`src/rtl/pool_ctrl.sv`:
```
// pool_ctrl: 2x2 / stride-2 signed max pooling over the conv output feature map.
// Reads four psums per window from OFMAP_BASE, writes one max per window to POOL_BASE.
// Optional build macro POOL_RELU_EN: clamp negative pooled results to zero on write.
//
// Ports
//   clk, srst      clock (rising edge), synchronous active-high reset
//   enable         start pulse, only honoured in IDLE
//   num_chnl       channel count (1..16), latched at start
//   ofmap_height   ofmap rows (0..28), latched at start
//   ofmap_width    ofmap cols (0..28), latched at start
//   data_in        DRAM read data, valid one cycle after addr_in
//   addr_in        DRAM read address
//   dram_en_rd     DRAM read enable
//   addr_out       DRAM write address
//   data_out       DRAM write data (combinational from data_in during WR)
//   dram_en_wr     DRAM write enable
//   done           one-cycle completion pulse
module pool_ctrl #(
  parameter int unsigned DATA_WIDTH = 32,
  parameter int unsigned ADDR_WIDTH = 18,
  parameter logic [ADDR_WIDTH-1:0] OFMAP_BASE = ADDR_WIDTH'(131072),
  parameter logic [ADDR_WIDTH-1:0] POOL_BASE  = ADDR_WIDTH'(196608)
) (
  input  logic                  clk,
  input  logic                  srst,
  input  logic                  enable,
  input  logic [4:0]            num_chnl,
  input  logic [5:0]            ofmap_height,
  input  logic [5:0]            ofmap_width,
  input  logic [DATA_WIDTH-1:0] data_in,
  output logic [ADDR_WIDTH-1:0] addr_in,
  output logic                  dram_en_rd,
  output logic [ADDR_WIDTH-1:0] addr_out,
  output logic [DATA_WIDTH-1:0] data_out,
  output logic                  dram_en_wr,
  output logic                  done
);

  typedef enum logic [6:0] {
    IDLE = 7'b0000001,
    RD0  = 7'b0000010,
    RD1  = 7'b0000100,
    RD2  = 7'b0001000,
    RD3  = 7'b0010000,
    WR   = 7'b0100000,
    DONE = 7'b1000000
  } state_t;

  state_t                  state_q, nxt;
  logic [3:0]              c_q, c_n;
  logic [3:0]              py_q, py_n;
  logic [3:0]              px_q, px_n;
  logic [4:0]              nch_q, ph_q, pw_q;
  logic [DATA_WIDTH-1:0]   run_max_q;
  logic [DATA_WIDTH-1:0]   max_c;
  logic                    latch_dims;
  logic                    rd_en_n, wr_en_n, done_n;
  logic [ADDR_WIDTH-1:0]   rd_addr_n, wr_addr_n;
  logic                    px_last, py_last, c_last;
  logic                    row_bit, col_bit;

  function automatic logic [DATA_WIDTH-1:0] smax(input logic [DATA_WIDTH-1:0] a,
                                                 input logic [DATA_WIDTH-1:0] b);
    return ($signed(a) > $signed(b)) ? a : b;
  endfunction

  // Next state, next counters and next values of the registered DRAM controls.
  always_comb begin
    nxt        = state_q;
    c_n        = c_q;
    py_n       = py_q;
    px_n       = px_q;
    latch_dims = 1'b0;
    px_last    = (5'(px_q) == pw_q - 5'd1);
    py_last    = (5'(py_q) == ph_q - 5'd1);
    c_last     = (5'(c_q) == nch_q - 5'd1);

    case (state_q)
      IDLE: begin
        c_n  = 4'd0;
        py_n = 4'd0;
        px_n = 4'd0;
        if (enable) begin
          latch_dims = 1'b1;
          // Fewer than 2 rows/cols means no complete window.
          if (num_chnl == 5'd0 || ofmap_width < 6'd2 || ofmap_height < 6'd2) nxt = DONE;
          else                                                              nxt = RD0;
        end
      end
      RD0: nxt = RD1;
      RD1: nxt = RD2;
      RD2: nxt = RD3;
      RD3: nxt = WR;
      WR: begin
        if (px_last) begin
          px_n = 4'd0;
          if (py_last) begin
            py_n = 4'd0;
            c_n  = c_q + 4'd1;
          end else begin
            py_n = py_q + 4'd1;
          end
        end else begin
          px_n = px_q + 4'd1;
        end
        nxt = (px_last && py_last && c_last) ? DONE : RD0;
      end
      DONE: begin
        c_n  = 4'd0;
        py_n = 4'd0;
        px_n = 4'd0;
        nxt  = IDLE;
      end
      default: nxt = IDLE;
    endcase

    // Registered outputs are computed from the next state so they line up with it.
    row_bit   = (nxt == RD2) || (nxt == RD3);
    col_bit   = (nxt == RD1) || (nxt == RD3);
    rd_en_n   = (nxt == RD0) || (nxt == RD1) || (nxt == RD2) || (nxt == RD3);
    wr_en_n   = (nxt == WR);
    done_n    = (nxt == DONE);
    rd_addr_n = '0;
    wr_addr_n = '0;
    if (rd_en_n) rd_addr_n = OFMAP_BASE + ADDR_WIDTH'({c_n, py_n, row_bit, px_n, col_bit});
    if (wr_en_n) wr_addr_n = POOL_BASE + ADDR_WIDTH'({c_n, 1'b0, py_n, 1'b0, px_n});
  end

  // State, counters, latched dimensions, running max and DRAM control registers.
  always_ff @(posedge clk) begin
    if (srst) begin
      state_q    <= IDLE;
      c_q        <= '0;
      py_q       <= '0;
      px_q       <= '0;
      nch_q      <= '0;
      ph_q       <= '0;
      pw_q       <= '0;
      run_max_q  <= '0;
      addr_in    <= '0;
      dram_en_rd <= 1'b0;
      addr_out   <= '0;
      dram_en_wr <= 1'b0;
      done       <= 1'b0;
    end else begin
      state_q    <= nxt;
      c_q        <= c_n;
      py_q       <= py_n;
      px_q       <= px_n;
      addr_in    <= rd_addr_n;
      dram_en_rd <= rd_en_n;
      addr_out   <= wr_addr_n;
      dram_en_wr <= wr_en_n;
      done       <= done_n;
      if (latch_dims) begin
        nch_q <= num_chnl;
        ph_q  <= ofmap_height[5:1];
        pw_q  <= ofmap_width[5:1];
      end
      // data_in in RD1 carries the RD0 word, in RD2/RD3 the RD1/RD2 words.
      if (state_q == RD1)                        run_max_q <= data_in;
      else if (state_q == RD2 || state_q == RD3) run_max_q <= smax(run_max_q, data_in);
    end
  end

  // Write data folds in the RD3 word, which only arrives during WR.
  always_comb begin
    max_c    = smax(run_max_q, data_in);
    data_out = '0;
    if (state_q == WR) begin
`ifdef POOL_RELU_EN
      data_out = max_c[DATA_WIDTH-1] ? '0 : max_c;
`else
      data_out = max_c;
`endif
    end
  end

endmodule
```
`config.mk`:
```
export PLATFORM = sky130hd
export DESIGN_NAME = pool_ctrl
export DESIGN_NICKNAME = d
export VERILOG_FILES = /design/src/rtl/pool_ctrl.sv
export SDC_FILE = /design/constraint.sdc
export NUM_CORES = 1
export LEC_CHECK = 0
export BUFFER_PORTS_ARGS = -buffer_cell sky130_fd_sc_hd__buf_2
export CAP_MARGIN = 30
export CORE_MARGIN = 3
export CORE_UTILIZATION = 32
export DETAILED_ROUTE_END_ITERATION = 7
export GPL_TIMING_DRIVEN = 0
export HOLD_SLACK_MARGIN = 0.08
export RECOVER_POWER = 25
export SYNTH_ARGS = -nofsm -noshare
export SYNTH_HDL_FRONTEND = slang
export SYNTH_SLANG_ARGS = --single-unit
```
`constraint.sdc`:
```
create_clock -name clk -period 7.4 [get_ports clk]
set_input_delay 0.37 -clock clk [delete_from_list [all_inputs] [get_ports clk]]
set_output_delay 0.37 -clock clk [all_outputs]
set_load 0.02 [all_outputs]
```
==> results.sh, run 1 <==
export IMPL_syn_area_per_cell_um2=8.97
export IMPL_irDropWorstVdd_v=0.000112
export IMPL_end_kind="output pin"
export IMPL_finalSetupViolations=0
export IMPL_required_ns=7.03
export IMPL_antenna_cells=0
export IMPL_synth_main_ff_cell="dfxtp_1"
export IMPL_place_inst=895
export IMPL_synth_most_common_cell="dfxtp_1"
export IMPL_htree_levels=3
export IMPL_io_pins=123
export IMPL_tns_ns=0
export IMPL_powerDensity_nw_per_um2=186
export IMPL_path_class="reg2out"
export IMPL_ys_seq_elements=97
export IMPL_grt_pass1_wl_um=20500
export IMPL_numPortBuffers=112
export IMPL_rows=45
export IMPL_period_share_pct=48.7
export IMPL_cts_root_buffer="clkbuf_16"
export IMPL_rsz0062_at_grt="no"
export IMPL_syn_area_um2=5070
export IMPL_grt_max_degree=18
export IMPL_die_area_um2=17400
export IMPL_multi_input_area_um2=2790
export IMPL_setup_slack_ns=3.80
export IMPL_drt_total_wl_um=12200
export IMPL_synth_edf_count=0
export IMPL_yosysSeqAreaShare_pct=38.3
export IMPL_drive_gt1_share_pct=17.6
export IMPL_post_place_ws_ns=3.96
export IMPL_worst_pin_slew_ns=0.866
export IMPL_core_region_area_um2=15400
export IMPL_grt_pass1_vias=4277
export IMPL_yosysWarningCount=0
export IMPL_fillers=1619
export IMPL_hold_viol_final=0
export IMPL_clock_skew_ns=0.0100
export IMPL_critPathMaxStageDelay_ns=0.60
export IMPL_grt_overflow=0
export IMPL_synth_common_cells="97 x dfxtp_1, 84 x nor2_1, 49 x inv_1, 48 x mux2i_1, 38 x ha_1"
export IMPL_finalNonFillerCells=911
export IMPL_drv_cap=0
export IMPL_antenna_found_initial=0
export IMPL_clk_pin_slew_worst_paths_ns=0.08
export IMPL_hold_class="in2reg"
export IMPL_postCtsHoldBufs=0
export IMPL_wire_per_inst_um=13.4
export IMPL_fmax_mhz=278
export IMPL_synthCells=566
export IMPL_drtIter0Drc=126
export IMPL_grt_use_total_pct=14.2
export IMPL_slew_violations=0
export IMPL_die_w_um=132
export IMPL_ctsResizeCount=0
export IMPL_syn_to_final_growth_pct=21.7
export IMPL_critPathArrivalTime_ns=3.23
export IMPL_drc_errors=0
export IMPL_cts_buffer_depth=2
export IMPL_clock_sinks=97
export IMPL_critPathMaxFanout=10
export IMPL_startpoint_type="flip-flop"
export IMPL_cp_slowest_cell="or4_1"
export IMPL_synth_cell_types=55
export IMPL_viasPerCell=4.70
export IMPL_cp_depth=10
export IMPL_clock_latency_ns=0.35
export IMPL_final_nets=785
export IMPL_path_buf_inv=3
export IMPL_cts_tree="built"
export IMPL_async_flop_share_pct=0
export IMPL_dpl_hpwl_um=9380
export IMPL_path_cells="ha_1, nand4_1, or4_1, o22ai_1, o21bai_1, clkbuf_1, buf_2, mux2i_1, nor2_1, buf_2"
export IMPL_start_util_pct=33.0
export IMPL_relSlewSlack_pct=42.2
export IMPL_regArea_um2=1940
export IMPL_design_area_um2=6170
export IMPL_path_common_cell="buf_2"
export IMPL_cts_buffers=9
export IMPL_holdPathStages=3
export IMPL_place_area_um2=5920
export IMPL_crit_family="simple AND/OR/NAND/NOR gates"
export IMPL_total_power_mw=1.15
export IMPL_ys_top_cells_by_area="dfxtp_1 38%, mux2i_1 9.5%, ha_1 9.4%"
export IMPL_reg2regPathDepth=10
export IMPL_gp_congestion=0.756
export IMPL_antenna_left=0
export IMPL_synth_top_cell_by_area="dfxtp_1"
export IMPL_leakagePower_nw=2.85
export IMPL_via_count=4283
export IMPL_period_minus_slack_ns=3.60
export IMPL_synth_top_area_share_pct=38.3
export IMPL_fp_dieH_um=132
export IMPL_post_cts_buffers=0
export IMPL_dr_pass1_iters=4
export IMPL_status="finished clean"
-- cells by family after synthesis --
group / count (synthesis) / synth area share [%]
and+or+nand+nor: 175 / 17.1
AOI/OAI and AO/OA: 103 / 15.0
DFF: 97 / 38.3
buffers and inverters: 84 / 7.25
muxes: 48 / 9.47
adders and majority gates: 38 / 9.37
xor gates and xnor gates: 20 / 3.45
other: 1 / 0.0739
-- where the power goes --
group / switching (mW) / internal, mW / total, mW
clock: 0.214 / 0.267 / 0.481
combinational: 0.0728 / 0.0561 / 0.129
sequential: 0.00861 / 0.531 / 0.539
total: 0.295 / 0.854 / 1.15
-- layer usage --
layer | track usage (%) | vias up | wire length [µm]
li1 | - | 2221 | -
met1 | 17.6 | 1957 | 5630
met2 | 24.0 | 91 | 5750
met3 | 4.43 | 14 | 682
met4 | 3.56 | 0 | 142
met5 | 0 | - | 0
-- tightest hold or removal path: cells and delay by family --
kind                   cells  cell delay, ns
AND/OR/NAND/NOR            1            0.07
buffers and inverters      1            0.09
multiplexers               1            0.05
-- cell usage in the layout, fill, tap and decap left out, types with 6 or more instances in the layout --
| cell | count |
|---|---|
| nand2_1 | 12 |
| clkbuf_16 | 9 |
| xnor2_1 | 15 |
| nor2b_1 | 13 |
| nor2_1 | 84 |
| o21ai_0 | 16 |
| nor2_2 | 7 |
| buf_2 | 85 |
| nand3_1 | 6 |
| nand4_1 | 9 |
| mux2i_1 | 48 |
| ha_1 | 38 |
| inv_1 | 49 |
| a22o_1 | 33 |
| conb_1 | 7 |
| buf_4 | 8 |
| dfxtp_1 | 97 |
| a21oi_1 | 18 |
| clkbuf_1 | 53 |
| and3_1 | 6 |
| nor3_1 | 7 |
-- registers in the layout, summed over array words and instances (netlist names) --
| register | flops |
|---|---|
| py_q | 4 |
| pw_q | 5 |
| dram_en_rd | 1 |
| done | 1 |
| state_q | 7 |
| addr_in | 15 |
| nch_q | 5 |
| run_max_q | 32 |
| c_q | 4 |
| px_q | 4 |
| ph_q | 5 |
| addr_out | 13 |
| dram_en_wr | 1 |
-- cell type report --
class | count | share of cell area (%)
Buffer | 35 | 2.84
Clock buffer | 10 | 3.71
Clock inverter | 6 | 1.18
Inverter | 49 | 2.98
Multi-Input combinational cell | 391 | 45.1
Sequential cell | 97 | 31.4
Tap cell | 211 | 4.28
Timing Repair Buffer | 112 | 8.43
-- worst paths after layout --
kind                      start           end  slack, ns
setup reg to reg        pw_q[0]   addr_in[10]       4.33
hold / removal      num_chnl[1]      nch_q[1]       0.26
setup / recovery  run_max_q[31]  data_out[12]       3.80
hold reg to reg    run_max_q[8]  run_max_q[8]       0.51
-- metrics by stage --
stage / util (%) / hold slack [ns]
floorplan: - / 0.463
global placement: 38.5 / 0.486
detailed placement: 38.5 / 0.488
CTS: 40.5 / 0.248
global route: 40.2 / 0.266
finish: 40.2 / 0.262
(Power assumes the default switching activity.)
==> run 2, diff against run 1 <==
- clock period: 7.4 -> 3.4 ns (I/O delays scaled with it)
==> run 2 against run 1 <==
Worst hold slack worse by 0.17 ns. Cell count up 4.9%. Utilization up 3.2 points. Worst setup slack worse by 3.6 ns. Register-to-register slack worse by 4.0 ns. Sequential cell count unchanged. Global-route usage up 0.52 points. Largest power group unchanged.
==> results.sh, run 2 (synthesis results as in run 1) <==
export IMPL_status="finished clean"
export IMPL_period_share_pct=93.4
export IMPL_final_nets=830
export IMPL_irDropWorstVdd_v=0.000244
export IMPL_place_area_um2=5920
export IMPL_io_pins=123
export IMPL_fmax_mhz=315
export IMPL_worst_pin_slew_ns=0.864
export IMPL_top_register="run_max_q"
export IMPL_clock_skew_ns=0.00984
export IMPL_grt_overflow=0
export IMPL_powerDensity_nw_per_um2=382
export IMPL_startpoint_type="flip-flop"
export IMPL_critPathArrivalTime_ns=3.01
export IMPL_period_minus_slack_ns=3.18
export IMPL_cts_buffers=9
export IMPL_grt_use_met1_pct=17.8
export IMPL_start_util_pct=33.0
export IMPL_relSlewSlack_pct=42.3
export IMPL_viasPerCell=4.67
export IMPL_grt_max_degree=18
export IMPL_most_common_layout_cells="97 x dfxtp_1, 84 x nor2_1, 82 x buf_2"
export IMPL_grt_use_total_pct=14.7
export IMPL_drv_cap=0
export IMPL_critPathMaxFanout=10
export IMPL_antenna_cells=0
export IMPL_drt_total_wl_um=12700
export IMPL_dr_pass1_iters=4
export IMPL_antenna_left=0
export IMPL_via_count=4468
export IMPL_grt_pass1_wl_um=21300
export IMPL_multi_input_area_um2=2810
export IMPL_biggestRegsByFlops="run_max_q: 32 flops, addr_in: 15 flops, addr_out: 13 flops"
export IMPL_numPortBuffers=112
export IMPL_finalNonFillerCells=956
export IMPL_die_w_um=132
export IMPL_core_region_area_um2=15400
export IMPL_cts_buffer_depth=2
export IMPL_die_area_um2=17400
export IMPL_finalSetupViolations=0
export IMPL_grt_pass1_vias=4516
export IMPL_cts_tree="built"
export IMPL_drc_errors=0
export IMPL_hold_viol_final=0
export IMPL_path_class="reg2out"
export IMPL_tns_ns=0
export IMPL_clock_latency_ns=0.35
export IMPL_clk_pin_slew_worst_paths_ns=0.07
export IMPL_clock_sinks=97
export IMPL_design_area_um2=6670
export IMPL_cts_root_buffer="clkbuf_16"
export IMPL_fillers=1579
export IMPL_regArea_um2=1940
export IMPL_rsz0062_at_grt="no"
export IMPL_hold_class="in2reg"
export IMPL_drtIter0Drc=136
export IMPL_antenna_found_initial=0
export IMPL_gp_congestion=0.756
export IMPL_syn_to_final_growth_pct=31.5
export IMPL_leakagePower_nw=3.05
export IMPL_end_kind="output pin"
export IMPL_fp_dieH_um=132
export IMPL_dpl_hpwl_um=9380
export IMPL_slew_violations=0
export IMPL_drive_gt1_share_pct=17.2
export IMPL_required_ns=3.23
export IMPL_htree_levels=3
export IMPL_globalRouteMet3Util_pct=4.27
export IMPL_layout_commonest_cell="dfxtp_1"
export IMPL_use_met2_pct=25.7
export IMPL_rows=45
export IMPL_largest_reg_flops=32
export IMPL_wire_per_inst_um=13.3
export IMPL_place_inst=895
export IMPL_grt_busiest_layer="met2"
export IMPL_post_cts_buffers=0
-- run 2: changes by cell type in the layout (fill, tap and decap cells not counted) --
cell,delta
buf_2,-3
o22ai_1,-1
clkbuf_4,+1
a211oi_1,-1
o22ai_2,+1
a221oi_1,-1
dlygate4sd3_1,+45
a221oi_2,+1
buf_6,+4
a211oi_2,+1
clkbuf_1,-2
-- run 2: critical path, stage by stage (launching register included) --
cell	delay (ns)
dfxtp_1	0.31
buf_6	0.12
or2_1	0.19
clkbuf_1	0.16
or4_4	0.46
or3b_4	0.42
clkbuf_1	0.31
clkbuf_1	0.32
nor2_1	0.18
buf_2	0.18
-- run 2: worst paths after layout --
check                  end  slack [ns]     startpoint  cells after the start
min               nch_q[2]         0.1    num_chnl[2]                      3
max reg2reg    addr_in[10]        0.33        pw_q[0]                     10
max            data_out[2]        0.22     state_q[3]                      9
min reg2reg  run_max_q[14]        0.51  run_max_q[14]                      1
-- run 2: layout make-up --
cell class                      instances  share of cell area (%)
Timing Repair Buffer                  157                    14.6
Multi-Input combinational cell        391                    42.0
Clock inverter                          6                    1.09
Sequential cell                        97                    29.1
Tap cell                              211                    3.96
Clock buffer                           10                    3.43
Buffer                                 35                    3.08
Inverter                               49                    2.76
-- run 2: report_power, final --
group / total (mW) / switching [mW] / internal [mW]
Clock: 1.05 / 0.469 / 0.582
Combinational: 0.325 / 0.167 / 0.159
Sequential: 1.17 / 0.0186 / 1.16
-- run 2: routing by layer --
metal | up-vias | wire (µm)
met5 | - | 0
met4 | 0 | 146
met3 | 15 | 631
met2 | 86 | 6140
met1 | 2056 | 5800
li1 | 2311 | -
-- run 2: timing repair --
item | in CTS | in global routing
hold endpoints to repair | 45 | 0
hold buffers | 45 | 0
endpoints found under the setup margin | 10 | 39
gates resized for setup | 3 | 10
pin swaps | 0 | 2
-- run 2: stage by stage --
step           hold slack (ns)  util, %  power (mW)  setup WS, ns
2_1_floorplan            0.303        -        1.40         0.779
3_3_place_gp             0.415     38.5        1.48         0.340
3_5_place_dp             0.421     38.5        1.48         0.356
4_1_cts                 0.0857     43.5        2.58        0.0123
5_1_grt                  0.110     43.4        2.67        0.0149
6_report                0.0966     43.4        2.55         0.225
